[src/rtl/pipe_hazard_unit_pkg.sv]
// Shared encodings and tracker entry layout for the pipeline hazard/forwarding unit.
package pipe_hazard_unit_pkg;

    localparam int DEF_REG_ADDR_W = 5;

    // Forwarding select encodings: 0 = register file, k+1 = tracked stage k.
    localparam int FWD_RF  = 0;
    localparam int FWD_EX  = 1;
    localparam int FWD_MEM = 2;
    localparam int FWD_WB  = 3;

    // Tracker entry layout: {addr, is_load, wr_en, valid}; control bits sit low
    // so the offsets stay fixed whatever the register address width.
    localparam int ENT_VALID    = 0;
    localparam int ENT_WR_EN    = 1;
    localparam int ENT_LOAD     = 2;
    localparam int ENT_ADDR_LSB = 3;
    localparam int ENT_CTRL_W   = 3;

    function automatic int ent_width(input int addr_w);
        return addr_w + ENT_CTRL_W;
    endfunction

endpackage

[src/rtl/pipe_hazard_unit_fwd_match.sv]
// Priority encoder picking the youngest in-flight writer of one ID source operand.
module fwd_match
    import pipe_hazard_unit_pkg::*;
#(
    parameter int REG_ADDR_W = DEF_REG_ADDR_W,
    parameter int FWD_DEPTH  = 3,
    parameter int LOAD_READY = 2,
    parameter int SEL_W      = $clog2(FWD_DEPTH + 1),
    parameter int ENT_W      = ent_width(REG_ADDR_W)
) (
    input  logic [REG_ADDR_W-1:0]      addr,
    input  logic                       uses,
    input  logic [FWD_DEPTH*ENT_W-1:0] tracker,
    output logic [SEL_W-1:0]           sel,
    output logic                       load_hazard
);

    logic             found;
    logic [ENT_W-1:0] ent;

    always_comb begin
        sel         = '0;
        load_hazard = 1'b0;
        found       = 1'b0;
        ent         = '0;
        for (int k = 0; k < FWD_DEPTH; k++) begin
            ent = tracker[k*ENT_W +: ENT_W];
            // r0 is hardwired zero, so writers of r0 never forward.
            if (!found && uses && (addr != '0) && ent[ENT_VALID] && ent[ENT_WR_EN]
                && (ent[ENT_ADDR_LSB +: REG_ADDR_W] == addr)) begin
                found       = 1'b1;
                sel         = SEL_W'(k + 1);
                load_hazard = ent[ENT_LOAD] && (k < LOAD_READY);
            end
        end
    end

endmodule

[src/rtl/pipe_hazard_unit.sv]
// Hazard and forwarding controller for a 5-stage pipeline: tracks in-flight
// destinations, drives forwarding selects, load-use stall and redirect flush.
module pipe_hazard_unit
    import pipe_hazard_unit_pkg::*;
#(
    parameter int REG_ADDR_W     = DEF_REG_ADDR_W,
    parameter int FWD_DEPTH      = 3,
    parameter int LOAD_READY     = 2,
    parameter int REDIRECT_STAGE = 2,
    parameter int CNT_W          = 16,
    parameter int SEL_W          = $clog2(FWD_DEPTH + 1)
) (
    input  logic                  clk,
    input  logic                  rst,
    input  logic                  id_valid,
    input  logic [REG_ADDR_W-1:0] id_rs,
    input  logic [REG_ADDR_W-1:0] id_rt,
    input  logic                  id_uses_rs,
    input  logic                  id_uses_rt,
    input  logic                  id_wr_en,
    input  logic [REG_ADDR_W-1:0] id_wr_addr,
    input  logic                  id_is_load,
    input  logic                  redirect,
    output logic [SEL_W-1:0]      fwd_a_sel,
    output logic [SEL_W-1:0]      fwd_b_sel,
    output logic                  stall,
    output logic                  pc_we,
    output logic                  ifid_we,
    output logic                  ifid_flush,
    output logic                  idex_bubble,
    output logic [CNT_W-1:0]      stall_cnt,
    output logic [CNT_W-1:0]      flush_cnt
);

    localparam int ENT_W = ent_width(REG_ADDR_W);

    logic [ENT_W-1:0]           ent [FWD_DEPTH];
    logic [FWD_DEPTH*ENT_W-1:0] tracker;
    logic [ENT_W-1:0]           new_ent;
    logic                       haz_a;
    logic                       haz_b;
    logic                       insert;

    for (genvar g = 0; g < FWD_DEPTH; g++) begin : g_flat
        assign tracker[g*ENT_W +: ENT_W] = ent[g];
    end

    fwd_match #(
        .REG_ADDR_W (REG_ADDR_W),
        .FWD_DEPTH  (FWD_DEPTH),
        .LOAD_READY (LOAD_READY),
        .SEL_W      (SEL_W),
        .ENT_W      (ENT_W)
    ) u_match_a (
        .addr        (id_rs),
        .uses        (id_uses_rs),
        .tracker     (tracker),
        .sel         (fwd_a_sel),
        .load_hazard (haz_a)
    );

    fwd_match #(
        .REG_ADDR_W (REG_ADDR_W),
        .FWD_DEPTH  (FWD_DEPTH),
        .LOAD_READY (LOAD_READY),
        .SEL_W      (SEL_W),
        .ENT_W      (ENT_W)
    ) u_match_b (
        .addr        (id_rt),
        .uses        (id_uses_rt),
        .tracker     (tracker),
        .sel         (fwd_b_sel),
        .load_hazard (haz_b)
    );

    // A redirect squashes the ID instruction anyway, so it overrides the stall.
    assign stall       = id_valid & ~redirect & (haz_a | haz_b);
    assign pc_we       = ~stall;
    assign ifid_we     = ~stall;
    assign ifid_flush  = redirect;
    assign idex_bubble = stall | redirect;
    assign insert      = id_valid & ~stall & ~redirect;
    assign new_ent     = {id_wr_addr, id_is_load, id_wr_en, 1'b1};

    always_ff @(posedge clk or negedge rst) begin
        if (!rst) begin
            for (int k = 0; k < FWD_DEPTH; k++) begin
                ent[k] <= '0;
            end
            stall_cnt <= '0;
            flush_cnt <= '0;
        end else begin
            // Wrong-path entries younger than the resolving branch shift in as invalid.
            for (int k = FWD_DEPTH - 1; k >= 1; k--) begin
                if (redirect && ((k - 1) < REDIRECT_STAGE)) begin
                    ent[k] <= '0;
                end else begin
                    ent[k] <= ent[k-1];
                end
            end
            ent[0] <= insert ? new_ent : '0;
            if (stall) begin
                stall_cnt <= stall_cnt + CNT_W'(1);
            end
            if (redirect) begin
                flush_cnt <= flush_cnt + CNT_W'(1);
            end
        end
    end

endmodule
[config.mk]
export PLATFORM = sky130hd
export DESIGN_NAME = pipe_hazard_unit
export DESIGN_NICKNAME = d
export VERILOG_FILES = /design/src/rtl/pipe_hazard_unit_pkg.sv /design/src/rtl/pipe_hazard_unit_fwd_match.sv /design/src/rtl/pipe_hazard_unit.sv
export SDC_FILE = /design/constraint.sdc
export NUM_CORES = 1
export LEC_CHECK = 0
export ABC_CLOCK_PERIOD_IN_PS = 4200
export CORE_MARGIN = 3
export CORE_UTILIZATION = 50
export DETAILED_ROUTE_END_ITERATION = 12
export HOLD_SLACK_MARGIN = 0.12
export PLACE_DENSITY = 0.91
export RECOVER_POWER = 25
export SLEW_MARGIN = 25
export SYNTH_ARGS = -nofsm -noshare
export SYNTH_HDL_FRONTEND = slang
export SYNTH_HIERARCHICAL = 1
export SYNTH_SLANG_ARGS = --single-unit
[constraint.sdc]
create_clock -name clk -period 4.2 [get_ports clk]
set_input_delay 1.05 -clock clk [delete_from_list [all_inputs] [get_ports clk]]
set_output_delay 1.05 -clock clk [all_outputs]
set_load 0.01 [all_outputs]
==> out/qor.yml <==
finClkSkew_ns: 0.008895
die_h_um: 78.98
min_period_ns: 4.153
htreeDepth: 2
core_area_sq_um: 4942
cts_buffer_depth: 2
gp_congestion: 0.9536
drc: 0
hold_path_depth: 1
cts-hold-fix-buffers: 0
ys_warn_count: 6
overflow: 0
firstDrtPassIters: 4
p_per_area_nw_per_um2: 336.7
die_area_sq_um: 6237
hold_violations: 0
status: "finished, violations left"
hold_class: "register to register"
cts.clk_slew.worst_paths_ns: 0.10
power_mw: 1.287
crit_arrival_ns: 3.10
syn_nets: 257
wl_per_cell_um: 18.26
hpwl_mm: 4.577
syn_area_sq_um: 2663
io_pins: 64
cp_top_family: "buffers and inverters"
antenna_found_initial: 0
startpoint_type: "input port"
worst_pin_slew_ns: 2.191
cp_slowest_stage_delay_ns: 0.59
start_util_pct: 53.87
fin_util_pct: 77.34
cts_tree: "built"
worstSetupPathType: "input port to primary output"
setup_tns_ns: 0
grt_pass1_vias: 2401
crit_fanout: 3
fin_crit_sh_pct: 98.89
fin_nets: 359
numCtsBuffers: 5
finalSetupViolations: 0
vias: 2223
required_ns: 3.15
slew_headroom_pct: -46.04
row_count: 25
fp.dieW_um: 78.98
max-vdd-ir-drop_v: 0.0002191
insertion_delay_ns: 0.32
cp.depth: 8
portBuffers: 63
critPathCaptureType: "primary output"
cts-root-buf: "clkbuf_8"
avgSynthCellArea_sq_um: 11.48
reg2reg_depth: 18
max_cap_viol_count: 1
grt_pass1_wl_mm: 11.83
final_cell_mix: "dfrtp_1 (55), clkdlybuf4s50_1 (47), buf_4 (35)"
ant_nets: 0
critPathBufInv: 4
fmaxAchievable_mhz: 240.8
fill_cells: 298
layout-drive-gt1-share_pct: 23.88
grt_max_degree: 42
drt_iter0_markers: 123
cts.sinks: 55
drt-vias-per-instance: 5.530
routed_wl_mm: 7.339
syn_inst: 232
slew_violations: 42
synthToLayoutAreaGrowth_pct: 43.56
critPathSlowestCell: "clkdlybuf4s50_1"
layout_commonest_cell: "dfrtp_1"
num_antenna_cells: 0
violations: "capacitance limit, slew limit"
crit_path_cell_trace: "clkdlybuf4s15_1, xor2_1, nor4_1, nand4_1, buf_4, buf_4, a211oi_1, clkdlybuf4s50_1"
grt_usage_pct: 24.39
crit_top_cell: "buf_4"
p_leak_nw: 1.745
[worst reg2reg max path, cell delays in order (launching register included)]
cell	delay, ns
dfrtp_1	0.45
xor2_2	0.20
nor4_2	0.36
nand4_1	0.18
or4_4	0.56
o31ai_4	0.09
nor2_2	0.09
buf_4	0.13
buf_4	0.12
buf_4	0.13
buf_4	0.13
buf_4	0.12
buf_4	0.12
buf_4	0.12
buf_4	0.14
nor4b_4	0.23
buf_4	0.19
nand3_1	0.10
xnor2_1	0.20
[area by class of cell]
class                      count  area, sq um  share of cell area [%]
inverter                       6        22.52                  0.5892
tap                           67        83.83                   2.193
multi-input combinational    167         1344                   35.16
clock inverter                 3        71.32                   1.866
timing repair buffer          99        855.8                   22.39
sequential                    55         1376                   36.01
clock buffer                   5        68.82                   1.800
[report_power, final]
part	leakage, nW	internal [mW]	switching, mW
registers	0.749	0.567	0.0583
logic	0.926	0.130	0.105
clock network	0.0703	0.242	0.185
total	1.74	0.938	0.349
[sequential cells by signal (all words and copies together) (netlist names)]
name	count
flush_cnt	16
ent	23
stall_cnt	16
[repair_timing]
action	CTS	global route
setup buffers	11	4
resized for setup	46	26
setup endpoints to repair	8	19
gates cloned	0	0
pin swaps	9	12
[metal layers]
metal  vias up  routed length [um]  track usage (%)
met5         -                   0                0
met2        91                3863            43.52
li1        998                   -                -
met3        19                 378            4.308
met4         0                 213            8.763
met1      1115                2883            29.46
[path summary, 6_finish.rpt]
kind | from | endpoint | slack, ns
worst max-delay path | id_rs[3] | fwd_a_sel[1] | 0.05
worst min-delay path | stall_cnt[15] | stall_cnt[15] | 0.48
worst max register to register | ent[14] | stall_cnt[8] | 0.44
worst min register to register | stall_cnt[15] | stall_cnt[15] | 0.48
max in group asynchronous | rst | ent[3] | 1.58
min in group asynchronous | rst | ent[13] | 1.36
[stage by stage]
stage	std cells	hold slack [ns]	setup slack, ns	instance area (sq um)
after floorplan	232	0.4853	0.3093	2663
after global placement	379	0.4588	-0.4996	3507
after detailed placement	379	0.4708	-0.6016	3507
after CTS	398	0.4815	0.02682	3780
after global routing	402	0.5011	-0.06905	3822
final	402	0.4803	0.04675	3822
Note: power is estimated with default switching activity, not from simulation.
